<file path="src/rtl/delay_sequencer.sv">
// delay_sequencer: steps the trigger-delay unit through a (delay, width) table.
// Optional WAIT_TRIG watchdog is enabled by defining DELAY_SEQ_TIMEOUT_EN.
module delay_sequencer #(
  parameter int DELAY_BITS     = 32,
  parameter int SEQ_DEPTH      = 8,
  parameter int TIMEOUT_CYCLES = 2**24
) (
  input  logic                         clk,
  input  logic                         rst,
  input  logic                         cfg_we,
  input  logic [$clog2(SEQ_DEPTH)-1:0] cfg_addr,
  input  logic [DELAY_BITS-1:0]        cfg_delay,
  input  logic [DELAY_BITS-1:0]        cfg_width,
  input  logic [$clog2(SEQ_DEPTH):0]   seq_len,
  input  logic                         arm,
  input  logic                         abort,
  input  logic                         ext_trigger,
  input  logic                         du_out,
  output logic [DELAY_BITS-1:0]        du_delay,
  output logic                         du_delay_upd,
  output logic [DELAY_BITS-1:0]        du_width,
  output logic                         du_width_upd,
  output logic                         du_fire,
  output logic                         busy,
  output logic [$clog2(SEQ_DEPTH)-1:0] step_idx,
  output logic                         done,
  output logic                         aborted,
  output logic                         cfg_err,
  output logic                         timeout
);

  localparam int AW = $clog2(SEQ_DEPTH);
  localparam int LW = AW + 1;

  if (SEQ_DEPTH < 2 || TIMEOUT_CYCLES < 1) begin : g_bad_cfg
    $error("delay_sequencer: bad parameters");
  end

  typedef enum logic [2:0] {
    IDLE, LOAD, WAIT_TRIG, WAIT_PULSE, DONE
  } state_t;

  state_t state, state_n;

  logic [DELAY_BITS-1:0] tbl_delay [SEQ_DEPTH];
  logic [DELAY_BITS-1:0] tbl_width [SEQ_DEPTH];

  logic [LW-1:0]         len_q, len_n;
  logic [AW-1:0]         idx_n;
  logic [DELAY_BITS-1:0] delay_n, width_n;
  logic                  upd_n, fire_n, done_n, tmo_n;
  logic                  load, last, du_prev, tmo_hit;

  assign last = (LW'(step_idx) == len_q - LW'(1));

`ifdef DELAY_SEQ_TIMEOUT_EN
  localparam int TW = $clog2(TIMEOUT_CYCLES + 1);
  logic [TW-1:0] tmo_cnt;

  always_ff @(posedge clk or posedge rst) begin
    if (rst) tmo_cnt <= '0;
    else if (state != WAIT_TRIG) tmo_cnt <= '0;
    else tmo_cnt <= tmo_cnt + TW'(1);
  end

  assign tmo_hit = (tmo_cnt == TW'(TIMEOUT_CYCLES - 1));
`else
  assign tmo_hit = 1'b0;
`endif

  // Table has no reset; host writes only land while idle.
  always_ff @(posedge clk) begin
    if (cfg_we && state == IDLE) begin
      tbl_delay[cfg_addr] <= cfg_delay;
      tbl_width[cfg_addr] <= cfg_width;
    end
  end

  always_comb begin
    state_n = state;
    idx_n   = step_idx;
    len_n   = len_q;
    delay_n = du_delay;
    width_n = du_width;
    upd_n   = 1'b0;
    fire_n  = 1'b0;
    done_n  = 1'b0;
    tmo_n   = 1'b0;
    load    = 1'b0;
    unique case (state)
      IDLE: begin
        if (arm && !abort) begin
          if (seq_len == '0) begin
            done_n = 1'b1;
          end else begin
            len_n = (seq_len > LW'(SEQ_DEPTH)) ?
                    LW'(SEQ_DEPTH) : seq_len;
            idx_n   = '0;
            load    = 1'b1;
            state_n = LOAD;
          end
        end
      end
      LOAD: state_n = WAIT_TRIG;
      WAIT_TRIG: begin
        if (ext_trigger) begin
          fire_n  = 1'b1;
          state_n = WAIT_PULSE;
        end else if (tmo_hit) begin
          tmo_n   = 1'b1;
          state_n = IDLE;
        end
      end
      WAIT_PULSE: begin
        if (du_prev && !du_out) begin
          if (last) begin
            done_n  = 1'b1;
            state_n = DONE;
          end else begin
            idx_n   = step_idx + AW'(1);
            load    = 1'b1;
            state_n = LOAD;
          end
        end
      end
      DONE: state_n = IDLE;
      default: state_n = IDLE;
    endcase
    if (load) begin
      upd_n   = 1'b1;
      delay_n = tbl_delay[idx_n];
      width_n = (tbl_width[idx_n] == '0) ?
                DELAY_BITS'(1) : tbl_width[idx_n];
    end
    // Abort overrides any transition taken this cycle.
    if (abort && state != IDLE) begin
      state_n = IDLE;
      idx_n   = '0;
      delay_n = du_delay;
      width_n = du_width;
      upd_n   = 1'b0;
      fire_n  = 1'b0;
      done_n  = 1'b0;
      tmo_n   = 1'b0;
    end
  end

  always_ff @(posedge clk or posedge rst) begin
    if (rst) begin
      state        <= IDLE;
      len_q        <= '0;
      du_prev      <= 1'b0;
      du_delay     <= '0;
      du_width     <= '0;
      du_delay_upd <= 1'b0;
      du_width_upd <= 1'b0;
      du_fire      <= 1'b0;
      busy         <= 1'b0;
      step_idx     <= '0;
      done         <= 1'b0;
      aborted      <= 1'b0;
      cfg_err      <= 1'b0;
      timeout      <= 1'b0;
    end else begin
      state        <= state_n;
      len_q        <= len_n;
      du_prev      <= (state == WAIT_PULSE) && du_out;
      du_delay     <= delay_n;
      du_width     <= width_n;
      du_delay_upd <= upd_n;
      du_width_upd <= upd_n;
      du_fire      <= fire_n;
      busy         <= (state_n != IDLE);
      step_idx     <= idx_n;
      done         <= done_n;
      aborted      <= abort && (state != IDLE);
      cfg_err      <= cfg_we && (state != IDLE);
      timeout      <= tmo_n;
    end
  end

endmodule

</file>
<file path="config.mk">
export PLATFORM = sky130hd
export DESIGN_NAME = delay_sequencer
export DESIGN_NICKNAME = d
export VERILOG_FILES = /design/src/rtl/delay_sequencer.sv
export SDC_FILE = /design/constraint.sdc
export NUM_CORES = 1
export LEC_CHECK = 0
export BUFFER_PORTS_ARGS = -buffer_cell sky130_fd_sc_hd__clkbuf_2
export CORE_MARGIN = 2
export CORE_UTILIZATION = 35
export DETAILED_ROUTE_END_ITERATION = 12
export HOLD_SLACK_MARGIN = 0.12
export PLACE_DENSITY = 0.56
export SYNTH_ARGS = -nofsm -noshare
export SYNTH_HDL_FRONTEND = slang
export SYNTH_SLANG_ARGS = --single-unit
</file>
<file path="constraint.sdc">
create_clock -name clk -period 7.95 [get_ports clk]
set_input_delay 0.795 -clock clk [delete_from_list [all_inputs] [get_ports clk]]
set_output_delay 0.795 -clock clk [all_outputs]
set_load 0.005 [all_outputs]
</file>
**Yosys cells after proc, flatten, opt, wreduce, memory -nomap -nowiden**

Memories as Yosys holds them, arrays and structs flattened. A register that Yosys moved wholly into a read port is not among the register bits.
Cells that the tools add are included.
W data, S select, Z words.

- $add $sub $neg: 2
- Magnitude comparators: 1
- Equality and inequality tests: 4
- Mux-type cells: 33
- Bitwise logic cells: 2
- Reductions and logical operators: 15

Operator list:

| operator | number |
|---|---|
| $mux W3 | 11 |
| $logic_not A32 Y1 | 1 |
| $mux W32 | 1 |
| $mux W1 | 16 |
| $pmux W3 S4 | 1 |
| $eq A3 B2 Y1 const B | 2 |
| $logic_and A1 B1 Y1 | 6 |
| $pmux W3 S2 | 1 |
| $reduce_bool A3 Y1 | 2 |
| $eq A3 B4 Y1 | 1 |
| $gt A4 B4 Y1 const B | 1 |
| $logic_not A4 Y1 | 1 |
| $mux W4 | 1 |
| $pmux W1 S2 | 2 |
| $sub A4 B1 Y4 const B | 1 |
| $add A3 B1 Y3 const B | 1 |
| $eq A3 B1 Y1 const B | 1 |
| $logic_not A3 Y1 | 1 |
| $reduce_and A3 Y1 | 1 |
| $logic_not A1 Y1 | 2 |
| $not A1 Y1 | 2 |
| $reduce_and A2 Y1 | 1 |

- Bits in registers: 49
- Memory bits (writable): 512
- Input bits: 78
- Output and inout bits: 75
- Logic and storage cells: 70
- Memories kept: 2

Memory list:

| name | words | width | read ports | clocked after Yosys merged registers in | write ports | line | text |
|---|---|---|---|---|---|---|---|
| tbl_delay | 8 | 32 | 1 | 1 | 1 | 45 | `logic [DELAY_BITS-1:0] tbl_delay [SEQ_DEPTH];` |
| tbl_width | 8 | 32 | 1 | 0 | 1 | 46 | `logic [DELAY_BITS-1:0] tbl_width [SEQ_DEPTH];` |

**Longest topological paths before layout**

Gate-level depths: netlist (run 1).
An unclocked memory read counts as a cell.

- Depth after elaboration: 8
- Depth in mapped cells: 15
- Mapped depth without buffers: 12

**Worst setup path after synthesis (run 1)**

No wires, ideal clock.

- Kind: register to register
- From: register state[1]
- To: memory tbl_delay[1][0] (enable)
- Library setup time: 0.565 ns
- Arrival: 5.442 ns
- Required time: 7.385 ns
- Slack: 1.943 ns
- Stages on the path, launching flop included: 5
- Path buffers: 0
- Clock period less this slack: 6.007 ns
- Cells stage by stage: dfrtp_1 > or2_2 > nor2_1 > nand3_1 > nor3_1

- Word-level cells in the longest chain between the ends: 4

Ends and longest elaborated chain:

| element | line | text |
|---|---|---|
| from (decl) | 43 | `state_t state, state_n;` |
| from (signal assigned) | 165 | `state <= state_n;` |
| $logic_not A3 Y1 | 73 | `if (cfg_we && state == IDLE) begin` |
| $logic_and A1 B1 Y1 | 73 |  |
| $mux W1 | 73 |  |
| $mux W1 (implied by the code) | 74 | `tbl_delay[cfg_addr] <= cfg_delay;` |
| to (decl) | 45 |  |

Every way passes these cells.

**Worst setup path in the final report (run 1)**

- From: register len_q[0]
- To: register du_width[0]

- Word-level cells in the longest chain between the ends: 8
- Elaborated cells between the ends (all ways): 12
- Those cells by class: 1 x add/sub; 1 x eq/ne; 7 x mux; 2 x reduce/logical; 1 x memory

Ends and longest elaborated chain:

| element | line | text |
|---|---|---|
| from (decl) | 48 | `logic [LW-1:0] len_q, len_n;` |
| from (signal assigned) | 166 | `len_q <= len_n;` |
| $sub A4 B1 Y4 * | 54 | `assign last = (LW'(step_idx) == len_q - LW'(1));` |
| $eq A3 B4 Y1 * | 54 |  |
| $mux W3 | 116 | `if (last) begin` |
| $mux W3 | 115 | `if (du_prev && !du_out) begin` |
| $pmux W3 S2 | 90 | `unique case (state)` |
| $mem_v2 Z8 W32 | n/a |  |
| $logic_not A32 Y1 | 132 | `width_n = (tbl_width[idx_n] == '0) ?` |
| $mux W32 | 132 |  |
| to (signal assigned) | 169 | `du_width <= width_n;` |
| to (decl) | 21 | `output logic [DELAY_BITS-1:0] du_width,` |

Every way passes the cells marked *; elsewhere a longest branch is shown, timed or not.
A chain may end at the register's enable or synchronous reset.

==> flow_summary_export.csv, run 1 <==
group,metric,value,unit
critical_path,endpoint_kind,"flip-flop",
pwr,p_leak,9.91,nW
worst_hold_path,hp-class,"input port to asynchronous set/reset pin",
logic_synthesis,yosysMostFrequentCell,"edfxtp_1",
cells_and_area,fill_cells,6280,
logic_synthesis,synth_top_flop_cell,"edfxtp_1",
timing,setup_viol,0,
logic_synthesis,syn_area,23700,um2
logic_synthesis,yosys_warnings,0,
global_route,grt_max_degree,154,
cts,post_cts_buffers,0,
logic_synthesis,synthTopCellsByCount,"edfxtp_1, nand2_1, nand3_1",
cells_and_area,seqCellArea,17400,um2
logic_synthesis,syn-num-nets,1890,
timing,max-slew-margin-rel,24.4,%
routing,wirelength,65.4,mm
floorplan,pin_count,153,
cells_and_area,finalNonFillerCells,2879,
routing,drt-vias-per-instance,5.33,
floorplan,rows,95,
cts,path_clk_slew,0.06,ns
routing,avgRoutedWirePerCell,22.7,um
place,gp_congestion,0.831,
critical_path,crit_required,8.48,ns
logic_synthesis,synth_cell_type_count,65,
global_route,busiest_layer,"met2",
cts,cts-root-buf,"clkbuf_16",
logic_synthesis,synth_edf_count,512,
place,io_buffer_count,151,
critical_path,critical_path.cell_chain,"inv_1, ha_1, xor2_1, nor3_1, o21ai_2, a22oi_2, buf_12, nor2_1, buf_4, o2bb2ai_1, a221o_1, a2111oi_0, buf_4, nand4_1, o21ai_1",
timing,fin_crit_sh,61.4,%
floorplan,start_util,35.3,%
critical_path,crit_path_start_kind,"flip-flop",
floorplan,die_height,264,um
timing,fmax,205,MHz
cts,htree_levels,3,
cts,cts_made_buffers,66,
cts,cts_resized,0,
cts,cts_tree,"done",
global_route,met2_usage,30.8,%
routing,drt_iter0_markers,1380,
timing,slew_violations,0,
cells_and_area,drive_gt1_share,15.5,%
logic_synthesis,avgSynthCellArea,13.1,um2
pwr,p_per_area,269,nW/um2
floorplan,die_area,69800,um2
outcome,status,"complete, no violations",
global_route,grt_use_met3,4.09,%
global_route,grt_overflow,0,
timing,clock_skew,0.0174,ns
timing,rsz0062_at_grt,"false",
cts,worstSkewPairLatency,0.60,ns
logic_synthesis,ys_seq_area_share,73.5,%
critical_path,crit_slowest_cell,"a22oi_2",
global_route,grt_first_pass_wirelength,97.6,mm
flow_run,maxCapViolations,0,
global_route,grt_pass1_vias,15100,
critical_path,critical_path_arrival,5.41,ns
logic_synthesis,ys_ff_latch,593,
place,dp_slack,3.03,ns
timing,fin_crit,4.88,ns
global_route,antenna_found_initial,7,
floorplan,core_area,67000,um2
floorplan,die_w,264,um
critical_path,cp_slowest_stage_delay,0.69,ns
logic_synthesis,netlist_instances,1810,
timing,hold_viol,0,
cts,clock-sinks,593,
place,placed_cells,2756,
logic_synthesis,synth_top_area_share,64.9,%
critical_path,critical_path_class,"flip-flop to flip-flop",
logic_synthesis,yosys.area.top_type,"edfxtp_1",
critical_path,crit_family,"compound AO/OA/AOI/OAI gates",
routing,first_pass_iters,5,
critical_path,crit_path_max_fanout,153,
cells_and_area,nNetsFinal,2031,
critical_path,worst-path-buf-inv,4,
global_route,grt_usage,18.7,%
routing,drc,0,
critical_path,crit_top_cell,"buf_4",
timing,tns,0,ns
logic_synthesis,synthTopCellsByArea,"edfxtp_1, dfrtp_1, nand2_1, nand3_1, mux2i_1",
cells_and_area,multi_input_area,5850,um2
cells_and_area,area_delta_synth_final,16.3,%
routing,routed-via-count,15300,
routing,ant_nets,0,
timing,worstMarginPinSlew,1.13,ns
timing,layout_setup_ws,3.07,ns
pwr,max-vdd-ir-drop,123,uV
place,hpwl,36.9,mm
global_route,gr-usage-met1,24.8,%
cts,hold_buffers,0,
logic_synthesis,async_flop_share,13.7,%
cts,clockBufferDepth,3,
==> final timing paths <==
check	start	end	slack (ns)	depth (start not counted)
max in group asynchronous	rst	step_idx[0]$_DFF_PP0_	6.42	3
hold reg to reg	du_width[12]$_DFFE_PP0P_	du_width[12]$_DFFE_PP0P_	0.48	2
setup reg to reg	len_q[0]$_DFFE_PP0P_	du_width[0]$_DFFE_PP0P_	3.07	15
hold / removal	rst	aborted$_DFF_PP0_	0.23	2
setup / recovery	len_q[0]$_DFFE_PP0P_	du_width[0]$_DFFE_PP0P_	3.07	15
min in group clk	du_out	du_prev$_DFF_PP0_	0.41	3
==> kinds of logic after synthesis <==
kind of cell / count (synthesis) / share of synthesized area, %
mux: 80 / 3.57
other cells: 1 / 0.0158
xor+xnor: 4 / 0.148
flops: 593 / 73.5
simple gates: 831 / 15.3
buf+inv: 118 / 2.24
fa+ha+maj: 2 / 0.106
compound gates: 181 / 5.12
==> per-layer routing <==
metal | vias to the layer above | wire, um
met5 | - | 68
met4 | 12 | 1640
met3 | 120 | 4390
met2 | 523 | 31600
met1 | 7721 | 27700
li1 | 6971 | -
==> cell usage in the layout, fill, tap and decap left out, types with 8 or more instances in the layout <==
master	synthesis	routed
clkbuf_2	0	151
a2111oi_0	8	8
o22ai_1	16	16
nand4_1	9	9
nor3_1	31	29
nor4_1	10	10
a21oi_1	21	21
nor2_1	81	75
mux2i_1	57	56
edfxtp_1	512	512
nand3_1	241	241
buf_4	7	31
clkbuf_1	46	28
a31oi_1	46	46
clkbuf_16	0	69
o21ai_0	36	36
dfrtp_1	81	80
nand2_1	423	423
mux2_2	17	16
==> registers in the layout (all words and copies together) (netlist names) <==
signal and flops:
step_idx 3, cfg_err 1, state 3, busy 1
du_prev 1, done 1, du_width_upd 1, tbl_width 256
du_width 32, du_delay 32, aborted 1, du_fire 1
len_q 4, tbl_delay 256
==> power by group <==
part / switching [mW] / internal [mW] / leakage [nW]
registers: 0.173 / 3.63 / 5.58
logic: 0.360 / 0.234 / 3.28
clock network: 1.22 / 1.80 / 1.04
total: 1.75 / 5.66 / 9.91
==> metrics by stage <==
step           hold WS (ns)  util [%]  total power, mW  cell area, um2
4_1_cts               0.240      41.1             7.50           27500
3_3_place_gp          0.466      37.9             4.46           25400
5_1_grt               0.271      41.1             7.69           27500
6_report              0.234      41.1             7.41           27500
2_1_floorplan         0.470         -             4.07           23700
3_5_place_dp          0.467      37.9             4.47           25400
==> layout make-up <==
cell class              count  share of cell area, %
flip-flops and latches    593                   63.2
multi-input cells        1099                   21.3
inverters                   8                  0.123
clock inverters            22                  0.986
repair buffers            183                   3.66
diodes                      1                0.00909
well taps                 873                   3.97
clock buffers             100                   6.80
No activity file was read; power rests on OpenSTA's default activity.
==> run 2, diff against run 1 <==
Settings changed: ABC_AREA set to 1.
Clock period 7.95 ns to 5.06 ns, I/O delays scaled along.
==> flow_summary_export.csv, run 2 <==
group,metric,value,unit
outcome,status,"complete, no violations",
critical_path,endpoint_kind,"flip-flop",
timing,setup_viol,0,
logic_synthesis,synth_top_family_by_area,"simple AND/OR/NAND/NOR gates",
floorplan,die_w,266,um
logic_synthesis,syn-num-nets,2054,
logic_synthesis,ys_seq_area_share,72.4,%
cts,cts_resized,0,
timing,slew_violations,0,
timing,hold_viol,0,
logic_synthesis,synth-compound-area-share,6.70,%
floorplan,start_util,35.2,%
critical_path,critical_path.cell_chain,"inv_1, ha_1, xnor2_1, nor2_2, nand3_4, nand4_4, nand2_8, buf_4, nand2_1, nand3_1, nand3_1, nand2_1, nand2_1, nor2_1, nand2_1, nor2_1, nand2_1, a21oi_1",
cts,post_cts_buffers,0,
routing,ant_nets,0,
timing,fin_crit,4.13,ns
global_route,antenna_found_initial,8,
cts,clockBufferDepth,3,
timing,layout_setup_ws,0.928,ns
logic_synthesis,ys_ff_latch,593,
global_route,grt_max_degree,125,
timing,worstMarginPinSlew,1.17,ns
cts,cts_made_buffers,66,
timing,fmax,242,MHz
logic_synthesis,synthTopCellsByArea,"edfxtp_1, dfrtp_1, nand2_1, nand3_1, o21ai_0",
logic_synthesis,synth_cell_type_count,36,
critical_path,critical_path_class,"flip-flop to flip-flop",
routing,drc,0,
global_route,grt_usage,17.7,%
logic_synthesis,synth_top_flop_cell,"edfxtp_1",
routing,drt_iter0_markers,1016,
worst_hold_path,hold_end,"tbl_delay[0][12]$_DFFE_PP_",
logic_synthesis,syn_area,24000,um2
cells_and_area,drive_gt1_share,14.0,%
timing,fin_crit_sh,81.7,%
logic_synthesis,yosys_warnings,0,
pwr,max-vdd-ir-drop,314,uV
critical_path,crit_top_cell,"nand2_1",
timing,tns,0,ns
timing,max-slew-margin-rel,21.8,%
logic_synthesis,yosysMostFrequentCell,"edfxtp_1",
place,io_buffer_count,151,
critical_path,r2r_end,"du_width[0]$_DFFE_PP0P_",
logic_synthesis,synth-simple-area-share,15.5,%
critical_path,crit_slowest_cell,"nand2_8",
critical_path,crit_path_max_fanout,80,
flow_run,maxCapViolations,0,
logic_synthesis,avgSynthCellArea,12.2,um2
floorplan,rows,96,
routing,avgRoutedWirePerCell,20.5,um
cells_and_area,layout_commonest_cell,"edfxtp_1",
logic_synthesis,async_flop_share,13.7,%
floorplan,core_area,68200,um2
place,hpwl,33.5,mm
logic_synthesis,netlist_instances,1974,
critical_path,reg2reg_slack,0.93,ns
logic_synthesis,synth_xor_xnor_area_share,0.0729,%
cells_and_area,mostFrequentLayoutCells,"edfxtp_1, nand2_1, nand3_1",
routing,wirelength,62.4,mm
routing,routed-via-count,15500,
cells_and_area,largest_registers,"tbl_delay x256, tbl_width x256",
pwr,p_leak,10.5,nW
worst_hold_path,whs_path_depth,1,
global_route,grt_pass1_vias,15600,
cts,cts_tree,"done",
critical_path,crit_required,5.58,ns
critical_path,critical_path_arrival,4.65,ns
floorplan,die_height,266,um
cts,worstSkewPairLatency,0.60,ns
global_route,grt_overflow,0,
logic_synthesis,synthTopCellsByCount,"edfxtp_1, nand2_1, nand3_1",
pwr,p_per_area,447,nW/um2
floorplan,pin_count,153,
logic_synthesis,synth_fa_ha_area_share,0.104,%
cts,clock-sinks,593,
floorplan,die_area,70800,um2
critical_path,cp_slowest_stage_delay,0.71,ns
critical_path,crit_path_start_kind,"flip-flop",
cts,path_clk_slew,0.06,ns
cts,cts-root-buf,"clkbuf_16",
logic_synthesis,synth_top_area_share,64.0,%
routing,drt-vias-per-instance,5.09,
worst_hold_path,hp-class,"input port to flip-flop",
logic_synthesis,synth_edf_count,512,
critical_path,ff2ff_path_depth,18,
global_route,grt_first_pass_wirelength,94.9,mm
place,dp_slack,0.959,ns
routing,first_pass_iters,10,
cts,htree_levels,3,
worst_hold_path,hp-start,"cfg_delay[12]",
place,gp_congestion,0.799,
critical_path,timing.rr.start,"len_q[0]$_DFFE_PP0P_",
timing,rsz0062_at_grt,"false",
cells_and_area,nNetsFinal,2180,
logic_synthesis,synth_mux_area_share,0,%
timing,clock_skew,0.0208,ns
cells_and_area,area_delta_synth_final,15.9,%
logic_synthesis,yosys.area.top_type,"edfxtp_1",
## run 2: logic make-up after synthesis
family	after synthesis
fa+ha+maj	2
compound gates	270
other cells	1
buf+inv	299
xor+xnor	2
flops	593
simple gates	807
## run 2: cell type report
type / instances / area [um2]
antenna: 3 / 7.51
clock buffer: 91 / 1860
clock inverter: 30 / 234
fill: 6471 / 40400
inverter: 175 / 664
multi-input combinational: 1082 / 5500
sequential: 593 / 17400
tap: 882 / 1100
timing repair buffer: 182 / 1090
## run 2: stage by stage
| stage | hold slack (ns) | utilization (%) | total power [mW] | std cells | area (um2) |
|---|---|---|---|---|---|
| 3_5_place_dp | 0.466 | 37.7 | 7.96 | 2910 | 25700 |
| 6_report | 0.185 | 40.8 | 12.4 | 3038 | 27800 |
| 4_1_cts | 0.143 | 40.8 | 12.6 | 3035 | 27800 |
| 2_1_floorplan | 0.473 | - | 6.99 | 1974 | 24000 |
| 3_3_place_gp | 0.463 | 37.7 | 7.93 | 2910 | 25700 |
| 5_1_grt | 0.171 | 40.8 | 13.0 | 3036 | 27800 |
## run 2: how the worst max path moves through the flow
stage | start | end | slack (ns)
2_1_floorplan | state[1]$_DFF_PP0_ | tbl_delay[0][0]$_DFFE_PP_ | 1.07
3_3_place_gp | len_q[0]$_DFFE_PP0P_ | du_width[0]$_DFFE_PP0P_ | 1.11
3_5_place_dp | len_q[0]$_DFFE_PP0P_ | du_width[0]$_DFFE_PP0P_ | 0.96
4_1_cts | len_q[0]$_DFFE_PP0P_ | du_width[0]$_DFFE_PP0P_ | 0.95
5_1_grt | len_q[0]$_DFFE_PP0P_ | du_width[0]$_DFFE_PP0P_ | 0.47
6_report | len_q[0]$_DFFE_PP0P_ | du_width[0]$_DFFE_PP0P_ | 0.93
## run 2: power breakdown
| group | internal [mW] | leakage (nW) | switching [mW] | total [mW] |
|---|---|---|---|---|
| Sequential | 5.74 | 5.65 | 0.249 | 5.99 |
| Combinational | 0.594 | 3.83 | 1.25 | 1.84 |
| Clock | 2.69 | 1.03 | 1.93 | 4.61 |
## run 2: critical path: cells and delay by family (launching register included)
family	cells	cell delay, ns
adder cells (fa/ha/maj)	1	0.25
flip-flops	1	0.39
buffers and inverters	2	0.73
XOR/XNOR	1	0.18
AND/OR/NAND/NOR	13	2.30
AO/OA/AOI/OAI	1	0.11
## run 2: what timing repair did
action                                  4_1_cts  5_1_grt
hold endpoints to repair                     53        0
endpoints found under the setup margin        0        0
hold buffers                                  4        0
## run 2: routing by layer
metal / vias up / wire (um) / GRT usage (%)
li1: 7225 / - / -
met1: 7705 / 27100 / 23.2
met2: 423 / 30200 / 29.4
met3: 96 / 3730 / 4.09
met4: 10 / 1320 / 4.87
met5: - / 58 / 0
